==> src/rtl/score_vector_collector.sv <==
// ============================================================================
// score_vector_collector: serial score beats -> parallel vector for argmax.
// Optional: SCORE_VECTOR_COLLECTOR_RELU_EN clamps negative scores at capture.
// Revision: 1.0
// ============================================================================
`default_nettype none

module score_vector_collector #(
  parameter int N_OUT  = 10,
  parameter int DATA_W = 16
) (
  input  logic                     clk,
  input  logic                     reset,
  input  logic                     in_valid,
  input  logic signed [DATA_W-1:0] in_data,
  input  logic                     in_last,
  output logic                     in_ready,
  output logic signed [DATA_W-1:0] out_data [0:N_OUT-1],
  output logic                     enable,
  input  logic                     layer_done,
  output logic                     frame_err,
  output logic [7:0]               vec_count
);

  localparam int IDX_W = (N_OUT > 1) ? $clog2(N_OUT) : 1;
  localparam logic [IDX_W-1:0] LAST_IDX = IDX_W'(N_OUT - 1);

  typedef enum logic [1:0] {
    FILL    = 2'd0,
    PRESENT = 2'd1,
    REARM   = 2'd2
  } state_t;

  state_t                     state_q;
  logic [IDX_W-1:0]           idx_q;
  logic                       ready_q;
  logic                       enable_q;
  logic                       frame_err_q;
  logic [7:0]                 vec_count_q;
  logic signed [DATA_W-1:0]   data_q [0:N_OUT-1];
  logic signed [DATA_W-1:0]   beat_d;
  logic                       accept_d;

  always_comb begin
`ifdef SCORE_VECTOR_COLLECTOR_RELU_EN
    beat_d = in_data[DATA_W-1] ? '0 : in_data;
`else
    beat_d = in_data;
`endif
  end

  assign accept_d = in_valid && ready_q;

  always_ff @(posedge clk or negedge reset) begin
    if (!reset) begin
      state_q     <= FILL;
      idx_q       <= '0;
      ready_q     <= 1'b1;
      enable_q    <= 1'b0;
      frame_err_q <= 1'b0;
      vec_count_q <= '0;
      for (int i = 0; i < N_OUT; i++) data_q[i] <= '0;
    end else begin
      case (state_q)
        FILL: begin
          if (accept_d) begin
            data_q[idx_q] <= beat_d;
            // Completion takes priority over an early in_last on the same beat.
            if (idx_q == LAST_IDX) begin
              state_q     <= PRESENT;
              idx_q       <= '0;
              ready_q     <= 1'b0;
              enable_q    <= 1'b1;
              vec_count_q <= vec_count_q + 8'd1;
              if (!in_last) frame_err_q <= 1'b1;
            end else if (in_last) begin
              idx_q       <= '0;
              frame_err_q <= 1'b1;
            end else begin
              idx_q <= idx_q + 1'b1;
            end
          end
        end
        PRESENT: begin
          if (layer_done) begin
            state_q  <= REARM;
            enable_q <= 1'b0;
          end
        end
        REARM: begin
          // Wait for done to drop so a held done cannot retire the next vector.
          if (!layer_done) begin
            state_q <= FILL;
            ready_q <= 1'b1;
          end
        end
        default: begin
          state_q  <= FILL;
          idx_q    <= '0;
          ready_q  <= 1'b1;
          enable_q <= 1'b0;
        end
      endcase
    end
  end

  assign in_ready  = ready_q & reset;
  assign enable    = enable_q;
  assign frame_err = frame_err_q;
  assign vec_count = vec_count_q;
  assign out_data  = data_q;

endmodule

`default_nettype wire

==> config.mk <==
export PLATFORM = sky130hd
export DESIGN_NAME = score_vector_collector
export DESIGN_NICKNAME = d
export VERILOG_FILES = /design/src/rtl/score_vector_collector.sv
export SDC_FILE = /design/constraint.sdc
export NUM_CORES = 1
export LEC_CHECK = 0
export ABC_AREA = 1
export BUFFER_PORTS_ARGS = -buffer_cell sky130_fd_sc_hd__buf_4
export CORE_MARGIN = 2
export CORE_UTILIZATION = 35
export CTS_CLUSTER_DIAMETER = 50
export DETAILED_ROUTE_END_ITERATION = 6
export PLACE_DENSITY = 0.7
export SYNTH_ARGS = -nofsm -noshare
export SYNTH_HDL_FRONTEND = slang
export SYNTH_SLANG_ARGS = --single-unit
==> constraint.sdc <==
create_clock -name clk -period 1.95 [get_ports clk]
set_clock_uncertainty 0.2 [all_clocks]
set_input_delay 0.0975 -clock clk [delete_from_list [all_inputs] [get_ports clk]]
set_output_delay 0.0975 -clock clk [all_outputs]
set_load 0.05 [all_outputs]
==> load_flow_metrics.sql <==
INSERT INTO impl_metrics (metric_group, metric, value, unit) VALUES
('synth', 'synth_async_sr_flop_share', '1.00', ''),
('synth', 'synth_fp_nets', '882', ''),
('setup_path', 'timing.critical_path.required', '2.06', 'ns'),
('timing', 'maxSlewViolCount', '0', ''),
('clocking', 'clockRootBuffer', 'clkbuf_16', ''),
('layout', 'final_nets', '1100', ''),
('pwr', 'pwr_density_cell', '714', 'nW/µm²'),
('job', 'timing.max_cap.violations', '0', ''),
('synth', 'most_instantiated_flip_flop_cell_in_the_synthesis_netlist', 'dfrtp_1', ''),
('setup_path', 'path_max_fanout', '44', ''),
('clocking', 'tritoncts', 'yes', ''),
('pwr', 'peakVddDrop', '577', 'µV'),
('die', 'start_util', '0.356', ''),
('setup_path', 'critPathKind', 'reg -> reg', ''),
('grt', 'total_routing_usage_reported_by_global_routing', '0.212', ''),
('synth', 'yosysWarningCount', '0', ''),
('routing', 'routed_wire_length_per_instance', '17.3', 'µm'),
('routing', 'detailedRoute.firstPassIterationCount', '4', ''),
('grt', 'grt_antenna_before_repair', '0', ''),
('grt', 'grt_overflow_total', '0', ''),
('pwr', 'internal_power', '5.55', 'mW'),
('synth', 'syn_inst', '852', ''),
('timing', 'timing.final.crit_share', '0.944', ''),
('setup_path', 'path_cells', 'inv_1 > ha_1 > inv_2 > nor2_8 > inv_6 > buf_12 > o21ai_0 > nand2_1', ''),
('synth', 'synth_area_leader_cell', 'dfrtp_1', ''),
('synth', 'yosys_register_bits', '177', ''),
('die', 'die_height', '150', 'µm'),
('pwr', 'sequentialPowerShare', '0.506', ''),
('setup_path', 'kind_of_cell_adding_the_most_delay_to_the_critical_path', 'buffers and inverters', ''),
('min_path', 'hp-class', 'in -> async', ''),
('clocking', 'clk_pin_slew_worst_paths', '0.07', 'ns'),
('layout', 'area_growth', '35.9', '%'),
('pwr', 'power_leakage', '5.78', 'nW'),
('placed_design', 'quantity_of_i_o_buffers_inserted_on_ports', '191', ''),
('timing', 'slew_headroom', '0.404', ''),
('setup_path', 'critPathLaunchType', 'flop', ''),
('pwr', 'net-switching-power', '1.70', 'mW'),
('timing', 'fin_crit', '1.84', 'ns'),
('grt', 'grt_max_degree', '108', ''),
('setup_path', 'cp_max_delay_cell', 'dfrtp_1', ''),
('synth', 'synthTopCellsByArea', 'dfrtp_1 (59%), nand2_1 (20%), o21ai_0 (7.3%)', ''),
('die', 'io_pins', '192', ''),
('placed_design', 'routabilityCongestion', '0.821', ''),
('synth', 'netlist.area_leader.share', '0.589', ''),
('setup_path', 'cp_data_arrival_time', '1.95', 'ns'),
('setup_path', 'cp_endpoint_kind', 'flop', ''),
('routing', 'vias_per_cell', '4.79', ''),
('clocking', 'cts_sinks', '177', ''),
('clocking', 'max-clock-path-buffers', '2', ''),
('synth', 'synth.cell_area', '7480', 'µm²'),
('synth', 'yosys.cell_types.count', '24', ''),
('timing', 'timing.setup.tns', '0', 'ns'),
('pwr', 'power.total', '7.26', 'mW'),
('run_status', 'status', 'finished, final reports clean', ''),
('synth', 'synth.avg_cell_area', '8.78', 'µm²'),
('clocking', 'tritoncts.num_buffers', '17', ''),
('grt', 'grt_first_pass_wirelength', '36.5', 'mm'),
('layout', 'post_layout_nonfiller_instances', '1358', ''),
('setup_path', 'slowest_delay', '0.38', 'ns'),
('pwr', 'comb_power_share', '0.032', ''),
('clocking', 'cts.htree.levels', '4', ''),
('die', 'die_w', '150', 'µm'),
('routing', 'vias', '6510', ''),
('die', 'coreArea', '21000', 'µm²'),
('routing', 'drt_drc_violations_left', '0', ''),
('layout', 'layout-drive-gt1-share', '0.265', ''),
('timing', 'slew_at_the_pin_with_the_worst_max_slew_slack', '0.894', 'ns'),
('synth', 'synth_enable_flop_cells', '0', ''),
('pwr', 'clock_power_share', '0.462', ''),
('routing', 'routed_wirelength', '23.5', 'mm'),
('placed_design', 'place.detailed.hpwl', '15.6', 'mm');
[placed cells by master (no fill, tap or decap), types with 4 or more instances in the layout]
| master | n |
|---|---|
| nand2_1 | 395 |
| nand4_1 | 4 |
| o21ai_0 | 106 |
| buf_4 | 221 |
| inv_1 | 18 |
| inv_6 | 6 |
| dfrtp_1 | 176 |
| o21ai_1 | 45 |
| inv_2 | 4 |
| nand3_1 | 9 |
| clkbuf_16 | 17 |
| ha_1 | 8 |
| dlygate4sd3_1 | 20 |
| nor2_4 | 9 |
| buf_12 | 9 |
| nor2_1 | 8 |
[sequential cells by signal, summed over array words and instances, names as in the netlist]
name       cells
enable         1
frame_err      1
idx_q          4
out_data     160
ready_q        1
state_q        2
vec_count      8
[cells in the mapped netlist (2+ instances only)]
cell type / instances
nand3_1: 10
buf_6: 12
ha_1: 9
buf_2: 13
o21ai_0: 109
clkbuf_1: 28
nor2_4: 9
inv_2: 4
nand2_1: 397
a21oi_1: 2
xnor2_1: 2
dfrtp_1: 176
inv_1: 18
nor2_1: 8
or2_2: 2
nand4_1: 4
o21ai_1: 42
[power by group through the flow]
stage | registers, mW | logic, mW | clock network (mW)
6_report | 3.67 | 0.235 | 3.35
5_1_grt | 3.67 | 0.256 | 3.56
4_1_cts | 3.67 | 0.239 | 3.42
3_5_place_dp | 3.74 | 0.207 | 0
3_3_place_gp | 3.74 | 0.207 | 0
2_1_floorplan | 3.74 | 0.0411 | 0
[kinds of logic after synthesis]
logic type,Yosys count,share of synthesized area
xor+xnor,3,0.00351
simple gates,433,0.233
compound gates,154,0.103
flops,177,0.592
buf+inv,76,0.0527
fa+ha+maj,9,0.0151
[path summary, 6_finish.rpt]
check                        startpoint      endpoint  slack (ns)  cells past startpoint
min in group clk           out_data[38]  out_data[38]        0.28                      2
setup / recovery             state_q[0]  out_data[66]        0.11                      8
max in group asynchronous         reset  out_data[34]        0.68                      3
hold reg to reg            out_data[38]  out_data[38]        0.28                      2
setup reg to reg             state_q[0]  out_data[66]        0.11                      8
hold / removal                    reset        enable        0.11                      3
[what timing repair did]
item	4_1_cts	5_1_grt
hold buffers	20	0
pin swaps	3	2
buffers inserted	5	3
gates resized for setup	3	6
cloned	0	0
hold endpoints to repair	346	0
endpoints found under the setup margin	95	27
[per-stage QoR]
stage	hold WS [ns]	instance area, µm²	setup slack [ns]	utilization
2_1_floorplan	-0.398	7480	0.0721	-
3_3_place_gp	0.0324	9280	-0.00779	0.441
3_5_place_dp	0.0468	9280	-0.0739	0.441
4_1_cts	0.142	10100	0.0519	0.482
5_1_grt	0.166	10200	-0.00541	0.484
6_report	0.113	10200	0.109	0.484
[layer usage]
| layer | global-route usage | vias up | routed length (µm) |
|---|---|---|---|
| met3 | 0.0485 | 47 | 1680 |
| li1 | - | 3130 | - |
| met2 | 0.343 | 218 | 11200 |
| met1 | 0.274 | 3115 | 9730 |
| met5 | 0 | - | 0 |
| met4 | 0.0948 | 0 | 836 |
[layout make-up]
class,instances,area [µm²],share of cell area
multi-input combinational,599,2670,0.262
sequential,177,4430,0.436
clock inverter,13,126,0.0124
clock buffer,19,443,0.0436
tap,275,344,0.0338
inverter,23,91.3,0.00898
timing repair buffer,252,2060,0.203
[tightest hold or removal path: stages]
cell,delay (ns)
dlygate4sd3_1,0.54
clkbuf_8,0.14
buf_12,0.42
(Power assumes the default switching activity.)
